### src/rtl/siso_tx_scheduler_if.sv
// Request-side bus of the SISO transmit scheduler.
// The requesters (master) present words with valid flags. The scheduler
// (slave) answers with a per-requester ready.
interface siso_tx_scheduler_if #(
    parameter int DATA_WIDTH = 8
);
    logic [1:0]            Req_Valid_In;
    logic [DATA_WIDTH-1:0] Req_Data0_In;
    logic [DATA_WIDTH-1:0] Req_Data1_In;
    logic [1:0]            Req_Ready_Out;

    modport master (
        output Req_Valid_In,
        output Req_Data0_In,
        output Req_Data1_In,
        input  Req_Ready_Out
    );

    modport slave (
        input  Req_Valid_In,
        input  Req_Data0_In,
        input  Req_Data1_In,
        output Req_Ready_Out
    );
endinterface

### src/rtl/siso_tx_scheduler.sv
// Round-robin scheduler that serialises one word per frame onto a shared
// SISO chain. A frame is a start bit (0), the data LSB first, and a stop bit (1).
// The frame is followed by IDLE_GAP idle clocks. All line-side outputs are
// registered on the rising edge, so a negedge-clocked SISO samples stable bits.
module siso_tx_scheduler #(
    parameter int DATA_WIDTH = 8,
    parameter int IDLE_GAP   = 2
) (
    input  logic                  Clk_In,
    input  logic                  Reset_In,
    siso_tx_scheduler_if.slave    req_if,
    output logic [1:0]            Grant_Out,
    output logic                  Serial_Data_Out,
    output logic                  Frame_Active_Out,
    output logic [5:0]            Bit_Count_Out
);

    typedef enum logic [2:0] {
        S_IDLE,
        S_START,
        S_DATA,
        S_STOP,
        S_GAP
    } state_t;

    localparam logic [5:0] BIT_LAST = 6'(DATA_WIDTH - 1);
    localparam logic [3:0] GAP_LAST = 4'(IDLE_GAP - 1);

    state_t                r_state;
    logic [DATA_WIDTH-1:0] r_hold;        // shifts right as bits go out
    logic                  r_last_grant;  // 1 => requester 1 owned the last frame
    logic [1:0]            r_grant;
    logic                  r_serial;
    logic                  r_frame_active;
    logic [5:0]            r_bit_count;
    logic [3:0]            r_gap_count;

    logic                  w_sel;
    logic [1:0]            w_ready;
    logic [DATA_WIDTH-1:0] w_sel_data;

    // Arbitration: a lone requester wins. On a tie, the one that did not own the last frame wins.
    always_comb begin
        w_sel = 1'b0;
        case (req_if.Req_Valid_In)
            2'b01:   w_sel = 1'b0;
            2'b10:   w_sel = 1'b1;
            2'b11:   w_sel = ~r_last_grant;
            default: w_sel = 1'b0;
        endcase
        w_ready = 2'b00;
        if ((r_state == S_IDLE) && !Reset_In && (|req_if.Req_Valid_In)) begin
            w_ready = w_sel ? 2'b10 : 2'b01;
        end
        w_sel_data = w_sel ? req_if.Req_Data1_In : req_if.Req_Data0_In;
    end

    assign req_if.Req_Ready_Out = w_ready;
    assign Grant_Out            = r_grant;
    assign Serial_Data_Out      = r_serial;
    assign Frame_Active_Out     = r_frame_active;
    assign Bit_Count_Out        = r_bit_count;

    // Frame sequencer. Each output takes the value it must show in the state being entered.
    always_ff @(posedge Clk_In or posedge Reset_In) begin
        if (Reset_In) begin
            r_state        <= S_IDLE;
            r_hold         <= '0;
            r_last_grant   <= 1'b1;
            r_grant        <= 2'b00;
            r_serial       <= 1'b1;
            r_frame_active <= 1'b0;
            r_bit_count    <= 6'd0;
            r_gap_count    <= 4'd0;
        end else begin
            case (r_state)
                S_IDLE: begin
                    if (|w_ready) begin
                        r_hold         <= w_sel_data;
                        r_last_grant   <= w_sel;
                        r_grant        <= w_ready;
                        r_serial       <= 1'b0;
                        r_frame_active <= 1'b1;
                        r_state        <= S_START;
                    end
                end
                S_START: begin
                    r_serial    <= r_hold[0];
                    r_hold      <= r_hold >> 1;
                    r_bit_count <= 6'd0;
                    r_state     <= S_DATA;
                end
                S_DATA: begin
                    if (r_bit_count == BIT_LAST) begin
                        r_serial    <= 1'b1;
                        r_bit_count <= 6'd0;
                        r_state     <= S_STOP;
                    end else begin
                        r_serial    <= r_hold[0];
                        r_hold      <= r_hold >> 1;
                        r_bit_count <= r_bit_count + 6'd1;
                    end
                end
                S_STOP: begin
                    r_serial       <= 1'b1;
                    r_frame_active <= 1'b0;
                    r_grant        <= 2'b00;
                    r_gap_count    <= 4'd0;
                    if (IDLE_GAP > 0) begin
                        r_state <= S_GAP;
                    end else begin
                        r_state <= S_IDLE;
                    end
                end
                S_GAP: begin
                    if (r_gap_count == GAP_LAST) begin
                        r_state <= S_IDLE;
                    end else begin
                        r_gap_count <= r_gap_count + 4'd1;
                    end
                end
                default: begin
                    r_state <= S_IDLE;
                end
            endcase
        end
    end

endmodule

### src/flat_wrapper.sv
// flat-port wrapper written by rule: the top's interface ports become plain ports
module siso_tx_scheduler_flat 
#(
    parameter int DATA_WIDTH = 8,
    parameter int IDLE_GAP   = 2
)
  (Clk_In, Reset_In, Grant_Out, Serial_Data_Out, Frame_Active_Out, Bit_Count_Out, req_if_Req_Valid_In, req_if_Req_Data0_In, req_if_Req_Data1_In, req_if_Req_Ready_Out);
  siso_tx_scheduler_if #(.DATA_WIDTH(DATA_WIDTH)) req_if_i ();
  input  logic Clk_In;
  input  logic Reset_In;
  output logic [1:0] Grant_Out;
  output logic Serial_Data_Out;
  output logic Frame_Active_Out;
  output logic [5:0] Bit_Count_Out;
  input wire logic [$bits(req_if_i.Req_Valid_In)-1:0] req_if_Req_Valid_In;
  input wire logic [$bits(req_if_i.Req_Data0_In)-1:0] req_if_Req_Data0_In;
  input wire logic [$bits(req_if_i.Req_Data1_In)-1:0] req_if_Req_Data1_In;
  output wire logic [$bits(req_if_i.Req_Ready_Out)-1:0] req_if_Req_Ready_Out;
  assign req_if_i.Req_Valid_In = req_if_Req_Valid_In;
  assign req_if_i.Req_Data0_In = req_if_Req_Data0_In;
  assign req_if_i.Req_Data1_In = req_if_Req_Data1_In;
  assign req_if_Req_Ready_Out = req_if_i.Req_Ready_Out;
  siso_tx_scheduler #(.DATA_WIDTH(DATA_WIDTH), .IDLE_GAP(IDLE_GAP)) u_core (.Clk_In(Clk_In), .Reset_In(Reset_In), .req_if(req_if_i), .Grant_Out(Grant_Out), .Serial_Data_Out(Serial_Data_Out), .Frame_Active_Out(Frame_Active_Out), .Bit_Count_Out(Bit_Count_Out));
endmodule
### config.mk
export PLATFORM = sky130hd
export DESIGN_NAME = siso_tx_scheduler_flat
export DESIGN_NICKNAME = d
export VERILOG_FILES = /design/src/rtl/siso_tx_scheduler_if.sv /design/src/rtl/siso_tx_scheduler.sv /design/src/flat_wrapper.sv
export SDC_FILE = /design/constraint.sdc
export NUM_CORES = 1
export LEC_CHECK = 0
export CORE_ASPECT_RATIO = 2
export CORE_MARGIN = 2
export CORE_UTILIZATION = 40
export CTS_CLUSTER_DIAMETER = 120
export DETAILED_ROUTE_END_ITERATION = 10
export PLACE_DENSITY = 0.73
export SYNTH_ARGS = -nofsm -noshare
export SYNTH_HDL_FRONTEND = slang
export SYNTH_SLANG_ARGS = --single-unit
### constraint.sdc
create_clock -name Clk_In -period 3.7 [get_ports Clk_In]
set_input_delay 0.74 -clock Clk_In [delete_from_list [all_inputs] [get_ports Clk_In]]
set_output_delay 0.74 -clock Clk_In [all_outputs]
set_load 0.1 [all_outputs]
; After elaboration in Yosys (flattened, before gate mapping)
; Index checks and enable logic that the tools add are counted.
[word_totals]
output_inout_bits = 12
input_bits = 20
register_bits = 26
wordCells = 63
[classes]
addsub = 2
n_reduce_logical = 17
muxes = 22
n_bitwise = 1
eq_ne = 13
[ops]
columns = op, n
row1 = 2-to-1 mux 8 bit, 3
row2 = one-hot mux 8 bit (3 select lines), 1
row3 = one-hot mux 3 bit (5 select lines), 1
row4 = one-hot mux 6 bit (2 select lines), 1
row5 = 2-to-1 mux 3 bit, 3
row6 = one-hot mux 4 bit (2 select lines), 1
row7 = AND reduction 2 bit, 4
row8 = adder 6 x 1 -> 6 bit (second input constant), 1
row9 = equality test 3 x 2 -> 1 bit (second input constant), 2
row10 = equality test 6 x 3 -> 1 bit (second input constant), 1
row11 = 2-to-1 mux 2 bit, 3
row12 = 2-to-1 mux 6 bit, 1
row13 = != test 2 bit (second input constant), 3
row14 = AND reduction 3 bit, 2
row15 = nonzero test 2 bit, 3
row16 = adder 4 x 1 -> 4 bit (second input constant), 1
row17 = equality test 2 bit (second input constant), 2
row18 = equality test 4 x 1 -> 1 bit (second input constant), 1
row19 = 2-to-1 mux 4 bit, 1
row20 = != test 2 x 1 -> 1 bit (second input constant), 2
row21 = one-hot mux 1 bit (2 select lines), 2
row22 = one-hot mux 1 bit (4 select lines), 1
row23 = one-hot mux 2 bit (2 select lines), 1
row24 = nonzero test 4 bit, 1
row25 = 9 further kinds, 13

; Logic depth before layout (Yosys ltp)
[logic_depth]
word_depth = 7
ltp_mapped = 6
depth_no_buf = 6

; Least setup slack after synthesis
; OpenSTA, ideal clock, no wires.
[synth_path]
path_type = input to output
from = in Reset_In
to = out req_if_Req_Ready_Out[0]
required_time_ns = 2.960
n_path_buf = 0
arrival_ns = 2.658
stages = 3
slack_ns = 0.302
cell_sequence = o21bai_1 > or4_1 > nor2_1
[synth_between]
elab_chain_cells = 4
[synth_rtl]
columns = item, line
row1 = from (decl), flat_wrapper.sv:10  ; input logic Reset_In;
row2 = logical NOT 1 bit, siso_tx_scheduler.sv:52  ; if ((r_state == S_IDLE) && !Reset_In && (|req_if.Req_Valid_In)) begin
row3 = logical AND 1 bit (2 in series), siso_tx_scheduler.sv:52
row4 = 2-to-1 mux 2 bit, siso_tx_scheduler.sv:52
row5 = to (decl), flat_wrapper.sv:18  ; output wire logic [$bits(req_if_i.Req_Ready_Out)-1:0] req_if_Req_Ready_Out;
; No other way between the ends.

; Final worst setup path
; Same ends and word-level chain as after synthesis.

==> flow_results.xml <==
<?xml version="1.0" encoding="UTF-8"?>
<metrics>
  <group name="floorplan">
    <metric name="die_width" unit="um">47.1</metric>
    <metric name="floorplan.core_area" unit="mm2">0.00361</metric>
    <metric name="die_area" unit="mm2">0.00426</metric>
    <metric name="ios" unit="">32</metric>
    <metric name="dieHeight" unit="um">90.3</metric>
    <metric name="initial_utilization" unit="%">41.3</metric>
    <metric name="num_rows" unit="">31</metric>
  </group>
  <group name="timing">
    <metric name="finalHoldWorstSlack" unit="ns">0.470</metric>
    <metric name="total_count_of_hold_check_failures_in_the_final_report" unit="">0</metric>
    <metric name="layout_worst_path_cycle_share" unit="%">80.9</metric>
    <metric name="min_clock_period_post_route" unit="ns">2.99</metric>
    <metric name="rsz0062_at_grt" unit="">no</metric>
    <metric name="layout_setup_ws" unit="ns">0.707</metric>
    <metric name="achievable-frequency" unit="GHz">0.334</metric>
    <metric name="setup_violations" unit="">0</metric>
    <metric name="timing.max_slew.rel_slack" unit="%">33.2</metric>
    <metric name="final.setup.tns" unit="ns">0</metric>
    <metric name="tightestPinTransition" unit="ns">1.00</metric>
    <metric name="final_max_slew_viol_count" unit="">0</metric>
    <metric name="setup_skew_after_layout" unit="ns">0.00426</metric>
  </group>
  <group name="critical_path">
    <metric name="critPathCapture" unit="">req_if_Req_Ready_Out[0]</metric>
    <metric name="crit_buf_inv" unit="">2</metric>
    <metric name="r2r-start" unit="">u_core.r_state[0]$_DFFE_PP0P_</metric>
    <metric name="path_delay_family" unit="">simple AND/OR/NAND/NOR gates</metric>
    <metric name="timing.critical_path.required" unit="ns">2.96</metric>
    <metric name="critical_path.slowest_cell" unit="">sky130_fd_sc_hd__or4_1</metric>
    <metric name="r2r_slack" unit="ns">1.83</metric>
    <metric name="timing.critical_path.arrival" unit="ns">2.25</metric>
    <metric name="critical_path_peak_fanout" unit="">4</metric>
    <metric name="worst_r2r_path_depth" unit="">5</metric>
    <metric name="critical_path_s_largest_stage_delay" unit="ns">0.47</metric>
    <metric name="crit_start" unit="">Reset_In</metric>
    <metric name="timing.setup.critical_path_class" unit="">in -&gt; out</metric>
    <metric name="path_depth" unit="">5</metric>
    <metric name="crit_path_cell_trace" unit="">clkdlybuf4s50_1, o21bai_1, or4_1, nor2_1, buf_12</metric>
    <metric name="cp_launch_type" unit="">input pin</metric>
    <metric name="r2r-end" unit="">u_core.r_hold[6]$_DFFE_PP0P_</metric>
    <metric name="critPathCaptureType" unit="">output port</metric>
  </group>
  <group name="routing">
    <metric name="drc" unit="">0</metric>
    <metric name="tritonroute_pass_1_iters" unit="">4</metric>
    <metric name="routedWlPerCell" unit="um">13.6</metric>
    <metric name="via_count" unit="">1190</metric>
    <metric name="routed_wl" unit="um">3050</metric>
    <metric name="vias_per_cell" unit="">5.31</metric>
    <metric name="drt.antenna.violating_nets" unit="">0</metric>
    <metric name="drt_iter0_markers" unit="">14</metric>
  </group>
  <group name="synthesis">
    <metric name="synthTopCellsByCount" unit="">sky130_fd_sc_hd__dfrtp_1, sky130_fd_sc_hd__mux2i_1, sky130_fd_sc_hd__inv_1</metric>
    <metric name="synthesized_area_fraction_occupied_by_and_or_nand_nor_cells" unit="%">14.0</metric>
    <metric name="yosys.area.top_type" unit="">sky130_fd_sc_hd__dfrtp_1</metric>
    <metric name="netlist_instances" unit="">145</metric>
    <metric name="synthXorXnorAreaFrac" unit="%">1.68</metric>
    <metric name="ys_seq_elements" unit="">26</metric>
    <metric name="synth_top_family_by_area" unit="">multiplexers</metric>
    <metric name="synth.net_count" unit="">168</metric>
    <metric name="yosys.cell_types.count" unit="">41</metric>
    <metric name="synth.cell_area" unit="mm2">0.00149</metric>
    <metric name="netlist.area_leader.share" unit="%">40.3</metric>
    <metric name="post_synth_edffs" unit="">0</metric>
    <metric name="mean_area_per_synthesized_cell" unit="um2">10.3</metric>
    <metric name="commonest_register_cell_after_synthesis" unit="">sky130_fd_sc_hd__dfrtp_1</metric>
    <metric name="yosysWarnings" unit="">0</metric>
    <metric name="cell_types_occupying_the_most_area_after_synthesis" unit="">sky130_fd_sc_hd__dfrtp_1, sky130_fd_sc_hd__mux2i_1, sky130_fd_sc_hd__mux2_2</metric>
    <metric name="synth.area.mux_share" unit="%">19.1</metric>
    <metric name="proportion_of_synthesized_chip_area_in_sequential_cells" unit="%">43.9</metric>
    <metric name="synth_compound_area_share" unit="%">12.4</metric>
    <metric name="synth_async_sr_flop_share" unit="%">100</metric>
    <metric name="synthMostInstantiatedCell" unit="">sky130_fd_sc_hd__dfrtp_1</metric>
    <metric name="post_synth_fa_ha_maj_area_fraction" unit="%">2.52</metric>
  </group>
  <group name="global_routing">
    <metric name="first_pass_grt_wire_length" unit="um">5110</metric>
    <metric name="overflow" unit="">0</metric>
    <metric name="grt_pass1_vias" unit="">1213</metric>
    <metric name="grtUsageTotal" unit="%">16.2</metric>
    <metric name="largest_net_degree_at_the_start_of_global_routing" unit="">27</metric>
    <metric name="antenna_found_initial" unit="">0</metric>
  </group>
  <group name="worst_hold_path">
    <metric name="hold-path-cell-count" unit="">2</metric>
    <metric name="hp-class" unit="">reg -&gt; reg</metric>
  </group>
  <group name="clock_tree">
    <metric name="clk_pin_slew_worst_paths" unit="ns">0.09</metric>
    <metric name="cts.hold.buffers_added" unit="">0</metric>
    <metric name="cts_resized" unit="">0</metric>
    <metric name="cts_sinks" unit="">26</metric>
    <metric name="cts_root_buf" unit="">sky130_fd_sc_hd__clkbuf_8</metric>
    <metric name="post_cts.repair.setup_buffers" unit="">0</metric>
    <metric name="clock_insertion_delay_worst_skew" unit="ns">0.27</metric>
    <metric name="max-clock-path-buffers" unit="">2</metric>
    <metric name="cts_max_level" unit="">1</metric>
    <metric name="cts-buffers-inserted" unit="">3</metric>
    <metric name="clock_tree_from_tritoncts" unit="">done</metric>
  </group>
  <group name="cells_and_area">
    <metric name="areaGrowthSynthToFinish" unit="%">28.2</metric>
    <metric name="n_antenna_cell" unit="">0</metric>
    <metric name="count_of_non_filler_cells_in_the_finished_layout" unit="">224</metric>
    <metric name="drive_above_1_share" unit="%">16.0</metric>
    <metric name="final_nets" unit="">199</metric>
  </group>
  <group name="placement">
    <metric name="place.detailed.instances" unit="">220</metric>
    <metric name="numPortBuffers" unit="">31</metric>
    <metric name="post-dp-hpwl" unit="um">2410</metric>
    <metric name="place_congestion" unit="">0.695</metric>
    <metric name="dpl_worst_slack" unit="ns">0.707</metric>
  </group>
  <group name="power_and_ir_drop">
    <metric name="power.ir.vdd_worst" unit="mV">0.585</metric>
    <metric name="leakage" unit="nW">0.865</metric>
    <metric name="total_power" unit="mW">1.73</metric>
    <metric name="p_per_cell_area" unit="mW/mm2">906</metric>
  </group>
  <group name="outcome">
    <metric name="outcome" unit="">complete, no violations</metric>
  </group>
  <group name="flow_run">
    <metric name="maxCapViolations" unit="">0</metric>
  </group>
</metrics>
[power by group]
group / internal [mW] / total [mW] / switching, mW
Clock: 0.0953 / 0.184 / 0.0892
Sequential: 0.409 / 0.556 / 0.148
Combinational: 0.384 / 0.989 / 0.605
[registers in the layout (all words and copies together), names as in the netlist]
| signal | flops |
|---|---|
| u_core.Serial_Data_Out | 1 |
| u_core.Grant_Out | 2 |
| u_core.r_state | 3 |
| u_core.r_hold | 8 |
| u_core.r_gap_count | 4 |
| u_core.Bit_Count_Out | 6 |
| u_core.Frame_Active_Out | 1 |
| u_core.r_last_grant | 1 |
[worst min-delay path by stage]
stage | to | start | slack (ns)
after floorplan | u_core.r_last_grant$_DFFE_PP1P_ | u_core.r_last_grant$_DFFE_PP1P_ | 0.44
after global placement | u_core.r_last_grant$_DFFE_PP1P_ | u_core.r_last_grant$_DFFE_PP1P_ | 0.46
after detailed placement | u_core.r_last_grant$_DFFE_PP1P_ | u_core.r_last_grant$_DFFE_PP1P_ | 0.46
after CTS | u_core.r_last_grant$_DFFE_PP1P_ | u_core.r_last_grant$_DFFE_PP1P_ | 0.47
after global routing | u_core.r_last_grant$_DFFE_PP1P_ | u_core.r_last_grant$_DFFE_PP1P_ | 0.50
final | u_core.r_last_grant$_DFFE_PP1P_ | u_core.r_last_grant$_DFFE_PP1P_ | 0.47
[worst register-to-register path, delay by kind of cell, from the launching register on]
family / cells / cell delay [ns]
AND/OR/NAND/NOR: 1 / 0.13
AO/OA/AOI/OAI: 2 / 0.40
buffers and inverters: 1 / 0.21
multiplexers: 1 / 0.31
flip-flops: 1 / 0.70
[layer usage]
layer  vias to the layer above  GRT usage, %  routed length (um)
li1                        570             -                   -
met1                       582          17.9                1100
met2                        33          28.2                1750
met3                         5          2.00                 131
met4                         0          7.87                  73
met5                         -             0                   0
[layout make-up]
class                      instances  area (um2)
clock buffer                       4        55.1
fill                             326        1700
inverter                          12        45.0
multi-input combinational         99         741
sequential                        26         653
tap                               49        61.3
timing repair buffer              34         353
[through the flow]
| stage | cell area (um2) | utilization, % |
|---|---|---|
| 6_report | 1910 | 52.9 |
| 5_1_grt | 1910 | 52.9 |
| 4_1_cts | 1910 | 52.9 |
| 3_5_place_dp | 1850 | 51.4 |
| 3_3_place_gp | 1850 | 51.4 |
| 2_1_floorplan | 1490 | - |
[cells in the final DEF (no fill, tap or decap), types with 4 or more instances in the layout]
cell and instances:
sky130_fd_sc_hd__a21oi_1 9, sky130_fd_sc_hd__clkbuf_8 4, sky130_fd_sc_hd__clkdlybuf4s50_1 29, sky130_fd_sc_hd__dfrtp_1 24, sky130_fd_sc_hd__inv_1 12, sky130_fd_sc_hd__mux2_2 7, sky130_fd_sc_hd__mux2i_1 16, sky130_fd_sc_hd__nand2_1 8
sky130_fd_sc_hd__nor2_1 10, sky130_fd_sc_hd__o21ai_0 6
[cells by family after synthesis]
family,count (synthesis)
simple gates,39
fa+ha+maj,3
flops,26
xor+xnor,2
compound gates,29
buf+inv,20
mux,26
(Power assumes the default switching activity.)
